`config.mk`:
```
export PLATFORM = sky130hd
export DESIGN_NAME = dmem_lsu
export DESIGN_NICKNAME = d
export VERILOG_FILES = /design/src/rtl/dmem_lsu.sv
export SDC_FILE = /design/constraint.sdc
export NUM_CORES = 1
export LEC_CHECK = 0
export CORE_MARGIN = 2
export CORE_UTILIZATION = 50
export CTS_CLUSTER_SIZE = 12
export DETAILED_ROUTE_END_ITERATION = 6
export PLACE_DENSITY = 0.89
export REMOVE_ABC_BUFFERS = 1
export SLEW_MARGIN = 0
export SYNTH_ARGS = -nofsm -noshare
export SYNTH_HDL_FRONTEND = slang
export SYNTH_SLANG_ARGS = --single-unit
```
`constraint.sdc`:
```
create_clock -name clk -period 5.9 [get_ports clk]
set_clock_uncertainty 0.15 [all_clocks]
set_input_delay 1.475 -clock clk [delete_from_list [all_inputs] [get_ports clk]]
set_output_delay 1.475 -clock clk [all_outputs]
set_load 0.03 [all_outputs]
```
`src/rtl/dmem_lsu.sv`:
```
// ============================================================================
//  Module      : dmem_lsu
//  Description : Data-memory load/store unit. Accepts one core request at a
//                time, performs aligned byte/half/word loads with sign or zero
//                extension, word stores directly, and byte/half stores as a
//                read-modify-write against a memory that zeroes unmasked
//                bytes. Every output is registered.
//  Revision    : 1.0  initial release
// ============================================================================
`default_nettype none

module dmem_lsu (
    input  logic        clk,
    input  logic        rst_n,
    input  logic        req_valid,
    output logic        req_ready,
    input  logic        req_we,
    input  logic [1:0]  req_size,
    input  logic        req_unsigned,
    input  logic [31:0] req_addr,
    input  logic [31:0] req_wdata,
    output logic        resp_valid,
    output logic        resp_err,
    output logic [31:0] resp_rdata,
    output logic        dmwr_req,
    output logic [3:0]  dmwr_mask,
    output logic [31:0] dmdata_in,
    output logic [31:0] dmaddr,
    input  logic [31:0] dmdata_out1
);

    typedef enum logic [1:0] {
        S_IDLE = 2'd0,
        S_RD   = 2'd1,
        S_CAP  = 2'd2,
        S_WR   = 2'd3
    } state_t;

    state_t      r_state;
    state_t      w_state_nxt;

    // Request fields held for the duration of the operation
    logic        r_we;
    logic [1:0]  r_size;
    logic        r_unsigned;
    logic [1:0]  r_lane;
    logic [15:0] r_wdata;

    // Next values of the registered outputs
    logic        w_req_ready;
    logic        w_resp_valid;
    logic        w_resp_err;
    logic [31:0] w_resp_rdata;
    logic        w_dmwr_req;
    logic [3:0]  w_dmwr_mask;
    logic [31:0] w_dmdata_in;
    logic [31:0] w_dmaddr;

    logic        w_accept;
    logic        w_req_err;
    logic [31:0] w_shift;
    logic [31:0] w_load_data;
    logic [31:0] w_merge;

    assign w_accept  = req_valid && req_ready;
    assign w_req_err = (req_size == 2'd3)
                     | ((req_size == 2'd1) & req_addr[0])
                     | ((req_size == 2'd2) & (req_addr[1:0] != 2'b00));

    // Select the addressed lane of the read word and extend it to 32 bits
    always_comb begin
        w_shift = dmdata_out1 >> {r_lane, 3'b000};
        case (r_size)
            2'd0:    w_load_data = {{24{~r_unsigned & w_shift[7]}},  w_shift[7:0]};
            2'd1:    w_load_data = {{16{~r_unsigned & w_shift[15]}}, w_shift[15:0]};
            default: w_load_data = w_shift;
        endcase
    end

    // Overlay the store bytes onto the word just read for read-modify-write
    always_comb begin
        w_merge = dmdata_out1;
        if (r_size == 2'd0) begin
            w_merge[{r_lane, 3'b000} +: 8] = r_wdata[7:0];
        end else begin
            w_merge[{r_lane[1], 4'b0000} +: 16] = r_wdata[15:0];
        end
    end

    // Next-state and next-output decode; defaults first so nothing latches
    always_comb begin
        w_state_nxt  = r_state;
        w_resp_valid = 1'b0;
        w_resp_err   = 1'b0;
        w_resp_rdata = 32'd0;
        w_dmwr_req   = 1'b0;
        w_dmwr_mask  = 4'b0000;
        w_dmdata_in  = dmdata_in;
        w_dmaddr     = dmaddr;
        case (r_state)
            S_IDLE: begin
                if (w_accept) begin
                    if (w_req_err) begin
                        // Rejected on the accept edge; memory is never touched
                        w_resp_valid = 1'b1;
                        w_resp_err   = 1'b1;
                    end else begin
                        w_dmaddr = {2'b00, req_addr[31:2]};
                        if (!req_we) begin
                            w_state_nxt = S_RD;
                        end else if (req_size == 2'd2) begin
                            w_state_nxt = S_WR;
                            w_dmwr_req  = 1'b1;
                            w_dmwr_mask = 4'b1111;
                            w_dmdata_in = req_wdata;
                        end else begin
                            // Sub-word store must fetch the word first
                            w_state_nxt = S_RD;
                        end
                    end
                end
            end
            S_RD: begin
                w_state_nxt = S_CAP;
            end
            S_CAP: begin
                if (!r_we) begin
                    w_state_nxt  = S_IDLE;
                    w_resp_valid = 1'b1;
                    w_resp_rdata = w_load_data;
                end else begin
                    w_state_nxt = S_WR;
                    w_dmwr_req  = 1'b1;
                    w_dmwr_mask = 4'b1111;
                    w_dmdata_in = w_merge;
                end
            end
            S_WR: begin
                w_state_nxt  = S_IDLE;
                w_resp_valid = 1'b1;
            end
            default: begin
                w_state_nxt = S_IDLE;
            end
        endcase
        w_req_ready = (w_state_nxt == S_IDLE);
    end

    // State register and registered outputs; reset aborts any operation
    always_ff @(posedge clk or negedge rst_n) begin
        if (!rst_n) begin
            r_state    <= S_IDLE;
            req_ready  <= 1'b0;
            resp_valid <= 1'b0;
            resp_err   <= 1'b0;
            resp_rdata <= 32'd0;
            dmwr_req   <= 1'b0;
            dmwr_mask  <= 4'b0000;
            dmdata_in  <= 32'd0;
            dmaddr     <= 32'd0;
        end else begin
            r_state    <= w_state_nxt;
            req_ready  <= w_req_ready;
            resp_valid <= w_resp_valid;
            resp_err   <= w_resp_err;
            resp_rdata <= w_resp_rdata;
            dmwr_req   <= w_dmwr_req;
            dmwr_mask  <= w_dmwr_mask;
            dmdata_in  <= w_dmdata_in;
            dmaddr     <= w_dmaddr;
        end
    end

    // Capture the request fields on every accepted request
    always_ff @(posedge clk or negedge rst_n) begin
        if (!rst_n) begin
            r_we       <= 1'b0;
            r_size     <= 2'd0;
            r_unsigned <= 1'b0;
            r_lane     <= 2'd0;
            r_wdata    <= 16'd0;
        end else if (w_accept) begin
            r_we       <= req_we;
            r_size     <= req_size;
            r_unsigned <= req_unsigned;
            r_lane     <= req_addr[1:0];
            r_wdata    <= req_wdata[15:0];
        end
    end

endmodule

`default_nettype wire

```
==> Word-level counts from Yosys, hierarchy flattened <==
Cells that the tools add are included.
{ "op_classes": {"addsub": 2, "n_eq_ne": 12, "shifts": 5, "mux": 35, "bitwise": 8, "reduce_logical": 8} }
{ "ops": {"columns": ["operator", "n"], "rows": [
  ["$mux W32", 8],
  ["$pmux W32 S2", 2],
  ["$bwmux W32", 2],
  ["$shift A16 B7 Y32 const A", 1],
  ["$shift A8 B7 Y32 const A", 1],
  ["$shiftx A16 B7 Y32", 1],
  ["$shiftx A8 B7 Y32", 1],
  ["$shr A32 B5 Y32", 1],
  ["$mux W4", 5],
  ["$neg A5 Y7", 2],
  ["$mux W2", 5],
  ["$ne A2 B2 Y1 const B", 5],
  ["$mux W1", 9],
  ["$eq A2 B2 Y1 const B", 4],
  ["$pmux W2 S4", 1],
  ["$pmux W4 S2", 1],
  ["$eq A2 B1 Y1 const B", 3],
  ["$logic_not A2 Y1", 3],
  ["$reduce_and A6 Y1", 1],
  ["$and A1 B1 Y1", 4],
  ["$reduce_bool A2 Y1", 2],
  ["$pmux W1 S3", 1],
  ["$reduce_and A3 Y1", 1],
  ["$not A1 Y1", 2],
  ["3 further kinds", 4]
]} }
{ "word_totals": {"register_bits": 126, "in_bits": 103, "output_inout_bits": 104} }

==> Depth between registers and ports, before layout <==
Gate-level depths: netlist of the first run.
{ "depth": {"depth_word": 8, "depth_mapped": 9} }

==> Worst setup path after synthesis of the first run <==
Ideal clock, no wire load.
{ "synth_path": {"path_kind": "input to register", "start": "input port req_addr[1]", "end": "register dmaddr[10]", "arrival_ps": 2632, "setup_slack_ps": 2993, "path_stages": 6, "path_buffers": 2, "cell_sequence": "o21a_1 -> o22ai_1 -> and2_1 -> clkbuf_1 -> buf_2 -> mux2_2"} }
{ "synth_between": {"elab_chain_len": 5} }
{ "synth_lines": {"columns": ["element", "line_no", "source"], "rows": [
  ["start, declared", "20", "input logic [31:0] req_addr,"],
  ["$reduce_bool A2 Y1", "68", "| ((req_size == 2'd2) & (req_addr[1:0] != 2'b00));"],
  ["$and A1 B1 Y1", "68", null],
  ["$or A1 B1 Y1", "68", null],
  ["$not A1 Y1 (no source line)", null, null],
  ["$reduce_and A3 Y1 (no source line)", null, null],
  ["end signal, assigned", "170", "dmaddr <= w_dmaddr;"],
  ["end, declared", "28", "output logic [31:0] dmaddr,"]
]} }
Every way passes these cells.
A chain may end at the register's enable or synchronous reset.

==> Worst setup path after layout of the first run <==
{ "layout_path": {"start": "input port req_addr[1]", "end": "register dmdata_in[2]"} }
{ "layout_between": {"elab_chain_len": 5} }
{ "layout_lines": {"columns": ["element", "line_no", "source"], "rows": [
  ["$reduce_bool A2 Y1", "68", null],
  ["$and A1 B1 Y1", "68", null],
  ["$or A1 B1 Y1", "68", null],
  ["$ne A2 B2 Y1 (no source line)", null, null],
  ["$reduce_and A6 Y1 (no source line)", null, null],
  ["end signal, assigned", "169", "dmdata_in <= w_dmdata_in;"],
  ["end, declared", "27", "output logic [31:0] dmdata_in,"]
]} }
Every way passes these cells.

==> results of run 1 <==
-- placed cells by master, fill, tap and decap left out, drive strengths merged, types with 2 or more instances in the layout --
cell type and n:
clkdlybuf4s50 203, dfrtp 122, mux2 85, nand2 58, o22ai 33, o31ai 32, nor2b 31, clkbuf 25
a311oi 22, mux2i 17, nor2 10, nand2b 9, a21o 9, o21ai 9, o211ai 8, a21oi 8
a211oi 8, a221oi 8, buf 8, nor3 6, ha 5, nand3b 3, or2 3, inv 3
clkinv 3, and3b 2, nor3b 2, and4 2, conb 2, bufinv 2, clkinvlp 2, and3 2
-- flip-flops by register name, indices dropped and copies added, names as in the netlist --
name,count
dmaddr,30
dmdata_in,32
dmwr_mask,1
r_lane,2
r_size,2
r_state,2
r_unsigned,1
r_wdata,16
r_we,1
req_ready,1
resp_err,1
resp_rdata,32
resp_valid,1
-- final cells by class --
| cell class | instances | share of cell area (%) |
|---|---|---|
| Sequential cell | 122 | 34.29 |
| Inverter | 4 | 0.1686 |
| Clock buffer | 25 | 5.788 |
| Multi-Input combinational cell | 383 | 32.94 |
| Timing Repair Buffer | 211 | 23.49 |
| Clock inverter | 6 | 0.9553 |
| Tap cell | 168 | 2.360 |
-- metrics by stage --
stage | cells | hold WS (ps) | setup WS (ps) | util [%]
after global placement | 888 | 312.2 | 1899 | 68.85
after floorplan | 509 | 342.4 | 932.5 | -
final | 919 | 330.6 | 2607 | 73.84
after CTS | 919 | 331.6 | 2225 | 73.83
after global routing | 919 | 370.7 | 2510 | 73.84
after detailed placement | 888 | 319.8 | 1799 | 68.85
-- routing by layer --
| metal | part of all wire, % | GRT usage (%) | vias to the layer above | routed length [um] |
|---|---|---|---|---|
| li1 | - | - | 2433 | - |
| met1 | 39 | 39.71 | 2719 | 7750 |
| met2 | 49 | 47.52 | 324 | 9785 |
| met3 | 9.0 | 6.851 | 38 | 1773 |
| met4 | 2.4 | 11.75 | 0 | 468 |
| met5 | 0 | 0 | - | 0 |
-- critical path, cell delays in order --
cell             delay, ps
clkdlybuf4s50_1        450
nor4b_1                550
a31oi_4                130
buf_4                  330
o31ai_1                430
-- cells in the mapped netlist, types with 2 or more instances --
cell type | count | area [sq um]
or2_2 | 2 | 12.51
nand2b_1 | 9 | 56.30
buf_1 | 3 | 11.26
nor3b_1 | 2 | 15.01
a21o_1 | 9 | 67.56
and4_1 | 2 | 17.52
o211ai_1 | 8 | 60.06
mux2i_1 | 17 | 170.2
a311oi_1 | 22 | 192.7
clkbuf_1 | 18 | 67.56
nor2_1 | 9 | 33.78
a21oi_1 | 8 | 40.04
o21ai_0 | 9 | 45.04
buf_6 | 2 | 22.52
o31ai_1 | 32 | 240.2
inv_1 | 2 | 7.510
o22ai_1 | 33 | 206.5
nor2b_1 | 31 | 193.9
dfrtp_1 | 122 | 3053
nand2_1 | 58 | 217.7
buf_2 | 19 | 95.09
nand3b_1 | 3 | 22.52
a211oi_1 | 8 | 60.06
and3b_1 | 2 | 17.52
buf_4 | 7 | 52.55
nor3_1 | 6 | 30.03
ha_1 | 5 | 62.56
mux2_2 | 85 | 957.2
a221oi_1 | 8 | 70.07
-- cells by family after synthesis --
group	count (synthesis)	synth area share (%)
AND/OR/NAND/NOR	134	11.23
buffers and inverters	53	4.238
other	1	0.06021
multiplexers	103	18.46
adder cells (fa/ha/maj)	5	1.004
flip-flops	122	49.02
AO/OA/AOI/OAI	139	15.99
-- path summary, 6_finish.rpt --
check                                             to                      start  depth (start not counted)  slack (ps)
setup / recovery            dmdata_in[2]$_DFFE_PN0P_                req_addr[1]                          5        2610
hold / removal             dmdata_in[12]$_DFFE_PN0P_  dmdata_in[12]$_DFFE_PN0P_                          2         330
setup reg to reg           dmdata_in[23]$_DFFE_PN0P_      r_lane[0]$_DFFE_PN0N_                          7        2690
hold reg to reg            dmdata_in[12]$_DFFE_PN0P_  dmdata_in[12]$_DFFE_PN0P_                          2         330
max in group asynchronous  dmdata_in[25]$_DFFE_PN0P_                      rst_n                          2        3370
min in group asynchronous      dmaddr[0]$_DFFE_PN0P_                      rst_n                          1        1040
-- power by group through the flow --
stage | Sequential [mW] | Clock [mW] | Combinational, mW
CTS | 1.37 | 1.05 | 2.36
global placement | 1.36 | 0 | 2.28
detailed placement | 1.38 | 0 | 2.34
floorplan | 1.91 | 0 | 0.862
global route | 1.41 | 1.10 | 2.50
finish | 1.38 | 1.05 | 2.37
==> summary.md, run 1 <==
| Metric | Value |
|---|---|
| Status | complete, no violations |
| H-tree depth | 4 |
| Nets | 847 |
| Hold Vio Cnt, Final | 0 |
| Final WL | 19780 um |
| Cell area after layout | 0.008906 sq mm |
| Power density over cell area | 539.1 mW/mm^2 |
| Die width | 115.6 um |
| Area of the multi-input gates | 0.002934 sq mm |
| YS warnings | 0 |
| Post-synthesis register bit count | 122 |
| Max Freq | 303.7 MHz |
| Pint | 2.844 mW |
| CTS Sinks | 122 |
| Setup crit end kind | flop |
| Vias | 5514 |
| Port Buf Inserts | 204 |
| Gate power share | 49.4% |
| Setup TNS | 0 ps |
| Reg power frac | 28.7% |
| Ys flop type | dfrtp_1 |
| Routed WL per cell | 21.52 um |
| Core area | 0.01206 sq mm |
| Final HPWL DP | 13120 um |
| Hold-fix buffers, CTS | 0 |
| Row count | 40 |
| Post-route ant nets | 0 |
| Mapped Area | 0.006228 sq mm |
| Grt ovf | 0 |
| Drc violations | 0 |
| Final period utilization | 55.81% |
| Fill count | 804 |
| Mean Syn Cell Area | 11.18 sq um |
| Clock Path Buffers | 2 |
| Post-Syn Instances | 557 |
| Clock Tree Root | clkbuf_16 |
| Leak | 3.781 nW |
| First-pass GRT wire length | 30190 um |
| Switching power | 1.958 mW |
| Clk slew on worst S/H paths | 50 ps |
| Max-slew violations | 0 |
| Gpl congestion | 0.8703 |
| Min-delay worst type | reg -> reg |
| Die area | 0.01337 sq mm |
| Critical path data arrival time | 3430 ps |
| Drt first pass iters | 5 |
| Cts repair resizes | 0 |
| Vias in the first global route | 5556 |
| Inserted Clock Buffers | 17 |
| CP Class | in -> reg |
| Max-cap viol count | 0 |
| Sequential Area | 0.003054 sq mm |
| Placed cell area | 0.008304 sq mm |
| Worst skew pair latency | 420 ps |
| Actual slew at the worst max-slew pin | 1293 ps |
| Slew headroom | 13.56% |
| Global-route usage over all layers | 29.78% |
| Area Overhead vs Synth | 42.99% |
| Iter 0 DRT Violations | 533 |
| Netlist cell types | 45 |
| CP required | 6040 ps |
| Fraction of registers with async set/reset | 100.0% |
| Initial core utilization | 51.64% |
| Initial antenna violation count | 0 |
| Seq/Total Area, Yosys | 49.02% |
| Drt via density | 6.000 |
| Setup repair after global routing missed its margin | false |
| Number of flops mapped to enable cells by yosys | 0 |
| VDD IR max | 0.2309 mV |
| Worst setup SP type | primary input |
| Die Y | 115.6 um |
| Sw Ratio | 40.77% |
| Postcts setup bufs | 0 |
| Clk pwr share | 21.9% |
| Setup-failing EPs final | 0 |
| Fin crit period | 3293 ps |
| Total power | 4.802 mW |
| Antenna Cells | 0 |
| I/O pins | 207 |
| Layout cells sized above 1 | 17.71% |
| CTS tree | done |
| Largest net degree at the start of global routing | 73 |
| Worst Path Max Fanout | 66 |
(Power assumes the default switching activity.)
==> run 2, diff against run 1 <==
--- a/config.mk
+++ b/config.mk
@@ -6,10 +6,10 @@
 export NUM_CORES = 1
 export LEC_CHECK = 0
 export CORE_MARGIN = 2
-export CORE_UTILIZATION = 50
+export CORE_UTILIZATION = 46
 export CTS_CLUSTER_SIZE = 12
 export DETAILED_ROUTE_END_ITERATION = 6
-export PLACE_DENSITY = 0.89
+export PLACE_DENSITY = 0.83
 export REMOVE_ABC_BUFFERS = 1
 export SLEW_MARGIN = 0
 export SYNTH_ARGS = -nofsm -noshare
==> constraint.sdc (replaced) <==
create_clock -name clk -period 3.35 [get_ports clk]
set_clock_uncertainty 0.15 [all_clocks]
set_input_delay 0.8375 -clock clk [delete_from_list [all_inputs] [get_ports clk]]
set_output_delay 0.8375 -clock clk [all_outputs]
set_load 0.03 [all_outputs]
==> summary.md, run 2 (same netlist as run 1, synthesis figures left out) <==
| Metric | Value |
|---|---|
| Actual slew at the worst max-slew pin | 810.1 ps (-483.4 ps) |
| Top delay family on crit path | flip-flops |
| Vias | 5611 (+1.8%) |
| Critical path data arrival time | 2870 ps (-560 ps) |
| Fill count | 992 (+23%) |
| Clock Path Buffers | 2 (unchanged) |
| Cts repair resizes | 0 (unchanged) |
| Worst path bufs/invs | 1 (-1) |
| Setup crit end kind | flop |
| Port Buf Inserts | 204 (unchanged) |
| Clock Tree Root | clkbuf_16 |
| Worst path cell trace | buf_4, mux4_2, or2_1, nand3_1, o21ai_0 |
| Fin worst setup slack | 566.2 ps (-2041 ps) |
| Max-cap viol count | 0 (unchanged) |
| Cell area after layout | 0.009041 sq mm (+1.5%) |
| Area Overhead vs Synth | 45.16% |
| Leak | 3.867 nW (+2.3%) |
| Hold slack | 216.7 ps (-113.9 ps) |
| Worst skew pair latency | 410 ps (about the same) |
| Drt via density | 5.963 (-0.62%) |
| Final HPWL DP | 13670 um (+4.2%) |
| CTS tree | done |
| Hold Vio Cnt, Final | 0 (unchanged) |
| I/O pins | 207 (unchanged) |
| Fin crit period | 2784 ps |
| CP required | 3440 ps (-2600 ps) |
| Max Freq | 359.2 MHz |
| H-tree depth | 4 (unchanged) |
| Global-route usage over all layers | 28.39% (-1.4 points) |
| Final WL | 20340 um (+2.9%) |
| Hold-fix buffers, CTS | 0 (unchanged) |
| VDD IR max | 0.4474 mV (+94%) |
| Vias in the first global route | 5798 (+4.4%) |
| Commonest non-fill, non-tap cells in the layout | 203 x clkdlybuf4s50_1, 121 x dfrtp_1, 85 x mux2_2, 58 x nand2_1, 33 x o22ai_1 |
| Largest net degree at the start of global routing | 69 (-5.5%) |
| Status | complete, no violations |
| Layout cells sized above 1 | 19.22% (+1.5 points) |
| Gpl congestion | 0.8768 (+0.75%) |
| Initial antenna violation count | 0 (unchanged) |
| Setup repair after global routing missed its margin | false |
| Min-delay worst type | in -> async |
| Die area | 0.01449 sq mm (+8.4%) |
| Setup-failing EPs final | 0 (unchanged) |
| Die width | 120.4 um (+4.1%) |
| Routed WL per cell | 21.62 um (+0.45%) |
| Final period utilization | 83.10% |
| Clk slew on worst S/H paths | 60 ps (about the same) |
| Die Y | 120.4 um (+4.1%) |
| Placed cell area | 0.008439 sq mm (+1.6%) |
| Slew headroom | 46.00% (+32 points) |
| Post-Place Worst Slack | 376.5 ps (-1423 ps) |
| Row count | 42 (+5.0%) |
| Max-slew violations | 0 (unchanged) |
| Postcts setup bufs | 0 (unchanged) |
| Worst setup SP type | flop |
| First-pass GRT wire length | 31420 um (+4.1%) |
| Drt first pass iters | 6 (+1) |
| CTS Sinks | 122 (unchanged) |
| Area of the multi-input gates | 0.002933 sq mm (about the same) |
| Largest regs | dmdata_in: 32 flops, resp_rdata: 32 flops, dmaddr: 30 flops |
| Core area | 0.01324 sq mm (+9.8%) |
| Inserted Clock Buffers | 17 (unchanged) |
| Grt ovf | 0 (unchanged) |
| CP Class | reg -> reg |
| Initial core utilization | 47.03% (-4.6 points) |
| Post-route ant nets | 0 (unchanged) |
| Slowest cell on the critical path | dfrtp_2 |
| Most common cell after layout, fill and taps aside | clkdlybuf4s50_1 |
| Setup TNS | 0 ps (unchanged) |
| Drc violations | 0 (unchanged) |
| Sequential Area | 0.003054 sq mm (unchanged) |
| Nets | 862 (+1.8%) |
| Antenna Cells | 0 (unchanged) |
| Power density over cell area | 946.6 mW/mm^2 (+76%) |
| Worst Path Max Fanout | 26 (-61%) |
| Slowest stage delay, CP | 730 ps (+180 ps) |
| Iter 0 DRT Violations | 497 (-6.8%) |
run 2: worst paths after layout:
check	startpoint	to	slack (ps)	depth (start not counted)
worst max-delay path	r_lane[1]$_DFFE_PN0N_	resp_rdata[22]$_DFF_PN0_	570	5
min in group clk	dmdata_in[24]$_DFFE_PN0P_	dmdata_in[24]$_DFFE_PN0P_	330	2
max in group asynchronous	rst_n	resp_rdata[24]$_DFF_PN0_	2100	2
worst min register to register	dmdata_in[24]$_DFFE_PN0P_	dmdata_in[24]$_DFFE_PN0P_	330	2
worst min-delay path	rst_n	resp_rdata[21]$_DFF_PN0_	220	1
worst max register to register	r_lane[1]$_DFFE_PN0N_	resp_rdata[22]$_DFF_PN0_	570	5
run 2: final cells by class:
cell class | instances | share of cell area [%]
Inverter | 4 | 0.1661
Sequential cell | 122 | 33.78
Clock inverter | 8 | 1.301
Tap cell | 176 | 2.436
Clock buffer | 22 | 5.356
Multi-Input combinational cell | 383 | 32.44
Timing Repair Buffer | 226 | 24.52
run 2: where the power goes:
group	switching (mW)	total, mW	internal (mW)
Clock	0.631	1.87	1.23
Sequential	0.436	2.47	2.03
Combinational	2.39	4.22	1.84
Total	3.46	8.56	5.10
run 2: stage by stage:
stage / power, mW / std cells / utilization, %
final: 8.558 / 941 / 68.27
after global routing: 8.975 / 941 / 68.27
after CTS: 8.561 / 941 / 68.27
after detailed placement: 6.663 / 911 / 63.73
after global placement: 6.549 / 911 / 63.73
after floorplan: 4.874 / 509 / -
run 2: routing by layer:
| layer | track usage (%) | up-vias | routed length (um) |
|---|---|---|---|
| met5 | 0 | - | 0 |
| met4 | 10.25 | 0 | 431 |
| met3 | 8.632 | 49 | 1982 |
| met2 | 46.50 | 368 | 9808 |
| met1 | 35.55 | 2733 | 8120 |
| li1 | - | 2461 | - |
